### src/rtl/fifo_burst_reader_pkg.sv
// fifo_burst_reader_pkg
//   Shared types for the FIFO burst reader: FSM state encoding, the per-beat
//   tag bits carried alongside data in the output buffer, and buffer depth.
package fifo_burst_reader_pkg;

    typedef enum logic [1:0] {
        IDLE  = 2'd0,
        BURST = 2'd1,
        PAD   = 2'd2
    } state_t;

    // Data-independent part of a buffered beat; the data field is added by a
    // WIDTH-parameterised typedef inside the modules.
    typedef struct packed {
        logic pad;
        logic last;
    } beat_tag_t;

    localparam int OBUF_DEPTH = 2;

endpackage

### src/rtl/fifo_burst_reader_obuf.sv
// fifo_burst_reader_obuf
//   Two-entry output buffer between the burst FSM and the valid/ready stream.
//   Ports:
//     clk, rst    clock, asynchronous active-high reset
//     push        write push_data (ignored when full)
//     push_data   entry to store
//     pop         remove head entry (ignored when empty)
//     head        current head entry
//     count       number of stored entries, 0..2
module fifo_burst_reader_obuf
    import fifo_burst_reader_pkg::*;
#(
    parameter int ENTRY_W = 10
) (
    input  logic               clk,
    input  logic               rst,
    input  logic               push,
    input  logic [ENTRY_W-1:0] push_data,
    input  logic               pop,
    output logic [ENTRY_W-1:0] head,
    output logic [1:0]         count
);

    logic [ENTRY_W-1:0] mem [OBUF_DEPTH];
    logic               wr_ptr;
    logic               rd_ptr;
    logic               do_push;
    logic               do_pop;

    assign do_push = push && (count != 2'(OBUF_DEPTH));
    assign do_pop  = pop && (count != 2'd0);
    assign head    = mem[rd_ptr];

    always_ff @(posedge clk or posedge rst) begin
        if (rst) begin
            mem[0] <= '0;
            mem[1] <= '0;
            wr_ptr <= 1'b0;
            rd_ptr <= 1'b0;
            count  <= 2'd0;
        end else begin
            if (do_push) begin
                mem[wr_ptr] <= push_data;
                wr_ptr      <= ~wr_ptr;
            end
            if (do_pop)
                rd_ptr <= ~rd_ptr;
            count <= count + {1'b0, do_push} - {1'b0, do_pop};
        end
    end

endmodule

### src/rtl/fifo_burst_reader.sv
// fifo_burst_reader
//   Drains a show-ahead FIFO and re-emits its words as fixed BURST_LEN-beat
//   bursts on a valid/ready stream. A burst starved for TIMEOUT empty cycles
//   is completed with zero pad beats.
//   Ports:
//     clk, rst          clock, asynchronous active-high reset
//     fifo_empty        FIFO empty flag
//     fifo_rd_data      FIFO head word, sampled when fifo_rd_en=1
//     fifo_rd_en        FIFO read strobe
//     m_valid/m_ready   output stream handshake
//     m_data            beat data (0 on pad beats)
//     m_last            final beat of a burst
//     m_pad             pad beat
//     busy              FSM not idle
module fifo_burst_reader
    import fifo_burst_reader_pkg::*;
#(
    parameter int WIDTH     = 8,
    parameter int BURST_LEN = 4,
    parameter int TIMEOUT   = 16
) (
    input  logic             clk,
    input  logic             rst,
    input  logic             fifo_empty,
    input  logic [WIDTH-1:0] fifo_rd_data,
    output logic             fifo_rd_en,
    output logic             m_valid,
    input  logic             m_ready,
    output logic [WIDTH-1:0] m_data,
    output logic             m_last,
    output logic             m_pad,
    output logic             busy
);

    typedef struct packed {
        logic [WIDTH-1:0] data;
        beat_tag_t        tag;
    } entry_t;

    localparam int BW = (BURST_LEN > 1) ? $clog2(BURST_LEN) : 1;
    localparam int EW = $clog2(TIMEOUT + 1);

    state_t          state, state_nxt;
    logic [BW-1:0]   beat_cnt, beat_cnt_nxt;
    logic [EW-1:0]   empty_cnt, empty_cnt_nxt;
    logic [1:0]      ob_count;
    logic            ob_room;
    logic            push;
    logic            is_last;
    entry_t          push_e;
    entry_t          head_e;

    // Room is judged on the registered count only, so m_ready never reaches
    // fifo_rd_en combinationally.
    assign ob_room = ob_count < 2'(OBUF_DEPTH);
    assign is_last = beat_cnt == BW'(BURST_LEN - 1);

    always_ff @(posedge clk or posedge rst) begin
        if (rst) begin
            state     <= IDLE;
            beat_cnt  <= '0;
            empty_cnt <= '0;
        end else begin
            state     <= state_nxt;
            beat_cnt  <= beat_cnt_nxt;
            empty_cnt <= empty_cnt_nxt;
        end
    end

    always_comb begin
        state_nxt     = state;
        beat_cnt_nxt  = beat_cnt;
        empty_cnt_nxt = empty_cnt;
        fifo_rd_en    = 1'b0;
        push          = 1'b0;
        push_e        = '0;

        case (state)
            IDLE: begin
                if (!fifo_empty)
                    state_nxt = BURST;
            end
            BURST: begin
                if (!fifo_empty && ob_room) begin
                    fifo_rd_en      = 1'b1;
                    push            = 1'b1;
                    push_e.data     = fifo_rd_data;
                    push_e.tag.last = is_last;
                    empty_cnt_nxt   = '0;
                end else if (fifo_empty) begin
                    if (empty_cnt != EW'(TIMEOUT))
                        empty_cnt_nxt = empty_cnt + 1'b1;
                    if (empty_cnt_nxt == EW'(TIMEOUT))
                        state_nxt = PAD;
                end
            end
            PAD: begin
                if (ob_room) begin
                    push            = 1'b1;
                    push_e.tag.pad  = 1'b1;
                    push_e.tag.last = is_last;
                end
            end
            default: state_nxt = IDLE;
        endcase

        // Closing push ends the burst; a new one can start only from IDLE.
        if (push) begin
            if (is_last) begin
                beat_cnt_nxt  = '0;
                empty_cnt_nxt = '0;
                state_nxt     = IDLE;
            end else begin
                beat_cnt_nxt = beat_cnt + 1'b1;
            end
        end
    end

    fifo_burst_reader_obuf #(
        .ENTRY_W($bits(entry_t))
    ) u_obuf (
        .clk       (clk),
        .rst       (rst),
        .push      (push),
        .push_data (push_e),
        .pop       (m_ready),
        .head      (head_e),
        .count     (ob_count)
    );

    assign m_valid = ob_count != 2'd0;
    assign m_data  = head_e.data;
    assign m_pad   = head_e.tag.pad;
    assign m_last  = head_e.tag.last;
    assign busy    = state != IDLE;

endmodule

### config.mk
export PLATFORM = sky130hd
export DESIGN_NAME = fifo_burst_reader
export DESIGN_NICKNAME = d
export VERILOG_FILES = /design/src/rtl/fifo_burst_reader_pkg.sv /design/src/rtl/fifo_burst_reader_obuf.sv /design/src/rtl/fifo_burst_reader.sv
export SDC_FILE = /design/constraint.sdc
export NUM_CORES = 1
export LEC_CHECK = 0
export CORE_MARGIN = 3
export CORE_UTILIZATION = 48
export DETAILED_ROUTE_END_ITERATION = 8
export GPL_TIMING_DRIVEN = 0
export PLACE_DENSITY = 0.75
export SLEW_MARGIN = 20
export SYNTH_ARGS = -nofsm -noshare
export SYNTH_HDL_FRONTEND = slang
export SYNTH_SLANG_ARGS = --single-unit
### constraint.sdc
create_clock -name clk -period 1.6 [get_ports clk]
set_input_delay 0.24 -clock clk [delete_from_list [all_inputs] [get_ports clk]]
set_output_delay 0.24 -clock clk [all_outputs]
set_load 0.01 [all_outputs]
==> summary.txt <==
Worst setup path
  – Startpoint types: flop
  – Buf/Inv on CP: 2
  – Kind of end point of the critical path: flop
  – Total number of cells along the worst setup path: 6
  – R2R depth: 6
  – Origin of the critical flop-to-flop path: state[0]
  – Endpoint of the worst setup timing path: u_obuf.mem[10]
  – Endpoint of the worst-slack reg-to-reg timing path: u_obuf.mem[10]
  – CP arrival: 2.02 ns
  – Maximum fanout along the worst path: 3
  – Critical-path top delay cell: sky130_fd_sc_hd__dfrtp_1
  – Data required time of the worst path: between 1.5 and 2 ns
  – Series of cell instances along the critical path: inv_2 > ha_4 > and2b_2 > o211ai_1 > buf_4 > mux2_4
  – Setup Crit Path Kind: flop to flop
  – Startpoint of the most critical setup path: state[0]
  – Register-to-register setup slack: -0.17 ns
  – Worst path max stage delay: 0.45 ns
  – Gate family responsible for the most delay along the worst path: flip-flops

Placement
  – Post-DP HPWL: around 2400 µm
  – Placed insts: 241
  – Count of buffers from port buffering: 24
  – Last weighted congestion value of the routability-driven placer: 0.859
  – Post-Place Cell Area: between 2000 and 2500 µm²

Flow run
  – Maxcap violations: 0

Die
  – Number of I/O pins: 25
  – Overall die height: 65.7 µm
  – Initial cell density of the core: 50.5%
  – Placeable Area: between 3000 and 4000 µm²
  – Full die area: 4320 µm²
  – # rows: 21
  – Die extent in x: ~66 µm

Power and ir drop
  – Leakage: 1.18 nW
  – Worst vdd rail ir drop: 0.781 mV
  – Power density over the cells: 1600 nW/µm²

Timing
  – Setup WS post-layout: -0.173 ns
  – Final hold violation count: 0
  – Worst clock skew on the final layout: 0.00753 ns
  – RSZ-0062 raised after global routing: true
  – Relative max-transition margin: 54.0%
  – Setup-violating endpoint count in the final report: 34
  – Post-route clock period utilization: 111%
  – Slew @ Worst Pin: 0.688 ns
  – Max-slew violation count: 0
  – Highest Clock Rate: 564 MHz
  – Min Clock Period, post-route: approximately 1.8 ns

Routing
  – Top routing layer used: met4
  – Wire length on met3: 172 µm
  – 1st-iter DRT viols: 49
  – Routed Antenna Nets: 0
  – WL/cell: between 15 and 20 µm
  – Via Count: 1481
  – First drt pass iteration count: 4
  – Detailed Route WL: 4770 µm
  – Remaining design rule violation count: 0
  – Detailed-route vias per instance: 5.42
  – Wire length on met2: approximately 2700 µm
  – Routed metal-1 wire length: 1850 µm

Global routing
  – Via count of the first global-routing pass: 1422
  – Number of antenna violations at the first check in global routing: 0
  – Wire length of the first global-routing pass: about 6800 µm
  – Maximum number of pins on one net before global-route repair: 34
  – GR Util All Layers: between 20% and 30%
  – Remaining global-route overflow: 0

Logic synthesis
  – Most used flip-flop cell after synthesis: sky130_fd_sc_hd__dfrtp_1
  – Number of library cell types mapped by synthesis: 36
  – Synthesized area: 1710 µm²
  – Ys async rst share: 100%
  – Synth Warn #: 0
  – Seq/Total Area, Yosys: 48.2%
  – Synthesized Nets: 192
  – Cells after Synth: 171
  – Number of enable flip-flop cells after synthesis: 0
  – Number of storage elements in the synthesis netlist: 33
  – Mean instance size in the synthesized netlist: 10.0 µm²

Hold path
  – Hold/Removal Path Class: primary input to asynchronous set/reset pin

Clocking
  – Worst-path clk slew: between 0.1 and 0.15 ns
  – Cell at the root of the clock tree: sky130_fd_sc_hd__clkbuf_4
  – Clock Sinks: 33
  – Skew-Pair Late Insertion Delay: 0.35 ns
  – CTS tree: yes
  – Num CTS Buffers: 5
  – CTS H-tree lvls: 2
  – Buffers from clock root to sink, at most: 2

Layout
  – Synth-to-layout area growth: 50.6%
  – Final Instance Area: around 2600 µm²
  – Final nets: around 250
  – Number of diodes: 0
  – Fraction of the core area covered by cells at the end of the flow: between 70% and 80%
  – Leading cell type in the layout, fill and taps excluded: sky130_fd_sc_hd__dfrtp_1
  – Commonest non-fill, non-tap cells in the layout: sky130_fd_sc_hd__dfrtp_1 (33), sky130_fd_sc_hd__buf_6 (25), sky130_fd_sc_hd__nand2_1 (17), sky130_fd_sc_hd__nand2_2 (14), sky130_fd_sc_hd__buf_4 (14)
  – Final Non-Filler Cells: 273
  – Layout cell share with drive strength beyond 1: 52.0%

Run status
  – Violated checks: negative setup slack
  – Run status: complete, but fails checks
repair_timing:
action                     in CTS  in global routing
setup endpoints to repair      42                 41
gates resized for setup        94                 69
setup buffers                  19                  5
pin swaps                      16                 19
hold buffers                    0                  0
cloned                          0                  2
per-layer routing:
metal | up-vias | GRT usage [%]
li1 | 682 | -
met1 | 757 | 24.0
met2 | 33 | 38.2
met3 | 9 | 4.27
met4 | 0 | 7.25
met5 | - | 0
synth_stat cells (2+ instances only):
cell type	instances	share of area (%)
sky130_fd_sc_hd__a21o_1	2	0.88
sky130_fd_sc_hd__a21oi_1	4	1.2
sky130_fd_sc_hd__and2_1	2	0.73
sky130_fd_sc_hd__buf_2	3	0.88
sky130_fd_sc_hd__clkbuf_1	2	0.44
sky130_fd_sc_hd__dfrtp_1	33	48
sky130_fd_sc_hd__ha_1	9	6.6
sky130_fd_sc_hd__inv_1	9	2.0
sky130_fd_sc_hd__mux2_2	11	7.2
sky130_fd_sc_hd__nand2_1	34	7.5
sky130_fd_sc_hd__nand3_1	4	1.2
sky130_fd_sc_hd__nor2_1	8	1.8
sky130_fd_sc_hd__nor2b_1	2	0.73
sky130_fd_sc_hd__nor3_1	2	0.58
sky130_fd_sc_hd__o21ai_0	17	5.0
sky130_fd_sc_hd__o21ai_1	2	0.58
sky130_fd_sc_hd__xnor2_1	6	3.1
sky130_fd_sc_hd__xor2_1	3	1.5
metrics by stage:
step                      setup TNS, ns  total power [mW]  setup WS (ns)  hold slack, ns
after floorplan                 -0.0276              2.27        -0.0160           0.369
after global placement           -12.96              2.68         -0.616           0.457
after detailed placement         -11.39              2.78         -0.627           0.467
after CTS                        -0.958              3.65         -0.117           0.338
after global routing              -4.69              4.38         -0.248           0.364
final                             -2.87              4.13         -0.173           0.312
cell families (layout without fill, tap and decap cells):
kind of cell / after synthesis / in the layout / share of synthesized area (%)
multiplexers: 12 / 12 / 7.89
adder cells (fa/ha/maj): 9 / 9 / 6.57
buffers and inverters: 17 / 73 / 4.46
flip-flops: 33 / 33 / 48.2
XOR/XNOR: 9 / 9 / 4.60
AND/OR/NAND/NOR: 58 / 58 / 15.9
AO/OA/AOI/OAI: 33 / 33 / 12.3
report_power, final:
| part | internal (mW) | switching [mW] |
|---|---|---|
| combinational | 1.27 | 1.02 |
| sequential | 1.12 | 0.244 |
| clock | 0.167 | 0.305 |
worst min-delay path by stage:
| stage | from | endpoint | slack, ns |
|---|---|---|---|
| floorplan | rst | beat_cnt[0] | 0.37 |
| global placement | u_obuf.mem[3] | u_obuf.mem[3] | 0.46 |
| detailed placement | u_obuf.mem[11] | u_obuf.mem[11] | 0.47 |
| CTS | rst | u_obuf.mem[5] | 0.34 |
| global route | rst | u_obuf.mem[3] | 0.36 |
| finish | rst | u_obuf.mem[19] | 0.31 |
cell type report:
cell class                 count  area [µm²]
clock buffer                   6        41.3
tap                           46        57.6
sequential                    33         826
timing repair buffer          50         494
buffer                         5        56.3
inverter                      10        40.0
fill                         206         810
multi-input combinational    121        1050
clock inverter                 2        10.0
flip-flops by register name, summed over array words and instances (netlist names):
signal         count
beat_cnt           2
empty_cnt          5
state              2
u_obuf.count       2
u_obuf.mem        20
u_obuf.rd_ptr      1
u_obuf.wr_ptr      1
Note: power is estimated with default switching activity, not from simulation.
==> variant 1 (same settings) <==
Make the reset (`rst`) synchronous in 2 clocked blocks. Comments in the files are not updated.
--- a/src/rtl/fifo_burst_reader_obuf.sv
+++ b/src/rtl/fifo_burst_reader_obuf.sv
@@ -33,3 +33,3 @@
 
-    always_ff @(posedge clk or posedge rst) begin
+    always_ff @(posedge clk) begin
         if (rst) begin
--- a/src/rtl/fifo_burst_reader.sv
+++ b/src/rtl/fifo_burst_reader.sv
@@ -57,3 +57,3 @@
 
-    always_ff @(posedge clk or posedge rst) begin
+    always_ff @(posedge clk) begin
         if (rst) begin
Behaviour: differs if rst is asserted again (counterexample within 4 cycles, from zero or initial values and one cycle with rst high); with rst held inactive, the same outputs for 10 cycles.
==> variant 1 against the original RTL <==
- the flow still finishes with violations (negative setup slack)
- first-iteration DRC count grew 41%
- wire length decreased by 12%
- sequential cell count increased by 1
- setup slack worse by 0.14 ns
- cell area shrank 0.44%
- synthesized area is 2.7% lower
- critical path type unchanged
Power is not compared: it rests on default switching activity, and its combinational part moved more than twofold at a synthesized area within 25%.
==> variant 1: results <==
export IMPL_skew_ns=0.00970
export IMPL_synth_area_mux_share=0.0676
export IMPL_firstDrtPassIters=4
export IMPL_synth_edf_count=20
export IMPL_htreeDepth=2
export IMPL_ys_seq_area_frac=0.529
export IMPL_final_cells=257
export IMPL_row_count=20
export IMPL_wl_per_cell_um=16.3
export IMPL_startpoint_type="register"
export IMPL_async_flop_share=0
export IMPL_synth_adder_area_share=0.0676
export IMPL_clkLatencyLatePin_ns=0.33
export IMPL_synthDistinctLibCells=34
export IMPL_layout_nets=234
export IMPL_holdCritStartpoint="empty_cnt[1]"
export IMPL_met2_wirelength_um=2200
export IMPL_setup_ws_ns=-0.314
export IMPL_arrival_ns=1.97
export IMPL_p_leak_nw=1.12
export IMPL_hold_class="reg2reg"
export IMPL_gp_congestion=0.802
export IMPL_dp_cells=219
export IMPL_pwr_share_seq=0.439
export IMPL_synth_commonest_cells="edfxtp_1 (20), and3_1 (17), dfxtp_1 (14), nor2_1 (14)"
export IMPL_drt_iter0_drc=69
export IMPL_grt_pass1_vias=1326
export IMPL_r2r_start="state[0]"
export IMPL_synthCells=151
export IMPL_hpwl_um=2110
export IMPL_antenna_found_initial=0
export IMPL_critPathMaxFanout=6
export IMPL_setup_viol=51
export IMPL_ir_drop_v=0.000808
export IMPL_status="finished with violations"
export IMPL_relSlewSlack=0.659
export IMPL_gr_usage_met1=0.212
export IMPL_synthXorXnorAreaFrac=0.0473
export IMPL_grt_pass1_wl_um=5920
export IMPL_drt_met1_wl_um=1710
export IMPL_syn_nets=172
export IMPL_fillers=190
export IMPL_synth_compound_gate_area_share=0.0526
export IMPL_dpl_worst_slack_ns=-0.991
export IMPL_drt_vias_per_instance=5.46
export IMPL_yosysWarnings=0
export IMPL_gr_usage_met3=0.0381
export IMPL_grt_max_degree=12
export IMPL_drive_above_1_share=0.465
export IMPL_comb_power_share=0.377
export IMPL_ant_nets=0
export IMPL_grt_usage=0.182
export IMPL_wl_met3_um=230
export IMPL_violations="negative setup slack"
export IMPL_clockBufferDepth=2
export IMPL_ys_top_cells_by_area="edfxtp_1 (36%), dfxtp_1 (17%), ha_1 (6.8%)"
export IMPL_use_met2=0.314
==> variant 1: final timing paths <==
path                      endpoint  depth (start not counted)
setup / recovery  u_obuf.mem[1][7]                          7
hold / removal        empty_cnt[1]                          2
setup reg to reg  u_obuf.mem[1][7]                          7
hold reg to reg       empty_cnt[1]                          2
==> variant 1: cell families (layout without fill, tap and decap cells) <==
group,after synthesis,after routing
buffers and inverters,13,74
adders and majority gates,9,9
muxes,10,10
AOI/OAI and AO/OA,13,13
xor gates and xnor gates,9,9
and+or+nand+nor,63,64
DFF,34,34
==> variant 1: cell type report <==
cell class	count	area, um^2	area share
plain buffers	3	32.5	0.0127
multi-input cells	105	942	0.367
clock buffers	5	37.5	0.0146
clock inverters	2	10.0	0.00390
flip-flops and latches	34	898	0.350
repair buffers	55	547	0.213
well taps	44	55.1	0.0214
inverters	9	46.3	0.0180
==> variant 1: stage by stage <==
step,total power [mW],area (um^2),hold WS (ns),setup TNS [ns]
6_report,2.40,2570,0.495,-10.49
5_1_grt,2.53,2570,0.507,-14.42
4_1_cts,2.32,2360,0.492,-8.55
3_5_place_dp,1.69,1990,0.473,-26.10
3_3_place_gp,1.68,1990,0.446,-26.01
2_1_floorplan,1.44,1690,0.395,-3.36
==> variant 1: what timing repair did <==
action,4_1_cts,5_1_grt
setup endpoints to repair,61,62
setup buffers,20,12
pin swaps,9,12
gates resized for setup,79,36
gates cloned,1,2
hold endpoints to repair,0,0
==> variant 1: worst max-delay path, stage by stage, from the launching register on <==
cell and delay (ns):
dfxtp_4 0.38, inv_4 0.04, ha_4 0.26, nor2b_4 0.12
a21bo_4 0.27, nor3b_4 0.21, clkbuf_8 0.19, or2_4 0.16
==> variant 2 (same flow settings) <==
Made on the original files. Change the parameter `WIDTH` from 8 to 10.
--- a/src/rtl/fifo_burst_reader.sv
+++ b/src/rtl/fifo_burst_reader.sv
@@ -17,3 +17,3 @@
 #(
-    parameter int WIDTH     = 8,
+    parameter int WIDTH     = 10,
     parameter int BURST_LEN = 4,
Interface: changed (resized fifo_rd_data and m_data); port bits go from 25 to 29. No check against the original RTL was run, so the function may have changed too.
==> variant 2 against the original RTL <==
- the run still ends with negative setup slack left
- wire length is 13% higher
- synthesized area rose by 10%
- total power grew 19%
- die area rose by 9.2%
- critical endpoint is now fifo_rd_en
- cell count increased by 11%
- cell area grew 15%
- setup slack better by 0.019 ns
- critical path type is now reg2out
- sequential cell count up 4
==> variant 2: results <==
export IMPL_p_leak_nw=1.36
export IMPL_dp_cells=263
export IMPL_drt_iter0_drc=132
export IMPL_grt_pass1_vias=1459
export IMPL_setup_viol=23
export IMPL_critPathMaxStageDelay_ns=0.43
export IMPL_power_density_nw_per_um2=1660
export IMPL_synthDistinctLibCells=34
export IMPL_gp_congestion=0.792
export IMPL_placed_cell_area_um2=2260
export IMPL_fillers=208
export IMPL_setup_ws_ns=-0.153
export IMPL_violations="negative setup slack"
export IMPL_clockPowerShare=0.172
export IMPL_whs_ns=0.393
export IMPL_grt_pass1_wl_um=6710
export IMPL_ys_seq_area_frac=0.491
export IMPL_synth_compound_gate_area_share=0.125
export IMPL_clkTransAtPathRegs_ns=0.08
export IMPL_r2r_setup_slack_ns=-0.11
export IMPL_hpwl_um=2530
export IMPL_root_buffer="clkbuf_8"
export IMPL_final_cells=303
export IMPL_p_comb_mw=2.56
export IMPL_synthXorXnorAreaFrac=0.0418
export IMPL_ir_drop_v=0.000974
export IMPL_skew_ns=0.0136
export IMPL_postSynthAreaPerCell_um2=10.1
export IMPL_wl_met3_um=274
export IMPL_status="finished with violations"
export IMPL_dpl_worst_slack_ns=-0.602
export IMPL_syn_nets=210
export IMPL_worstMarginPinSlew_ns=0.749
export IMPL_synth_area_mux_share=0.0836
export IMPL_r2r_start="empty_cnt[0]"
export IMPL_vias=1715
export IMPL_drt_met1_wl_um=2210
export IMPL_ys_top_cells_by_area="dfrtp_1 (49%), mux2_2 (8.4%), nand2_1 (8.0%)"
export IMPL_arrival_ns=1.51
export IMPL_fin_setup_tns_ns=-0.738
export IMPL_grt_usage=0.193
export IMPL_io_buffers=28
export IMPL_clkLatencyLatePin_ns=0.29
-- variant 2: layout make-up --
cell class,count,area [um^2],area share
plain buffers,7,90.1,0.0304
clock buffers,7,86.3,0.0291
clock inverters,1,30.0,0.0101
inverters,10,40.0,0.0135
multi-input cells,133,1130,0.382
flip-flops and latches,37,926,0.312
well taps,48,60.1,0.0203
repair buffers,60,601,0.203
-- variant 2: what timing repair did --
action / 4_1_cts / 5_1_grt
setup buffers: 23 / 7
resized for setup: 78 / 85
pin swaps: 13 / 28
gates cloned: 0 / 3
setup endpoints to repair: 48 / 46
-- variant 2: worst max path at each step --
stage / to / slack, ns / cells after the start
2_1_floorplan: u_obuf.count[1] / -0.003 / 8
3_3_place_gp: fifo_rd_en / -0.59 / 5
3_5_place_dp: fifo_rd_en / -0.60 / 5
4_1_cts: fifo_rd_en / -0.08 / 5
5_1_grt: state[0] / -0.19 / 6
6_report: fifo_rd_en / -0.15 / 5
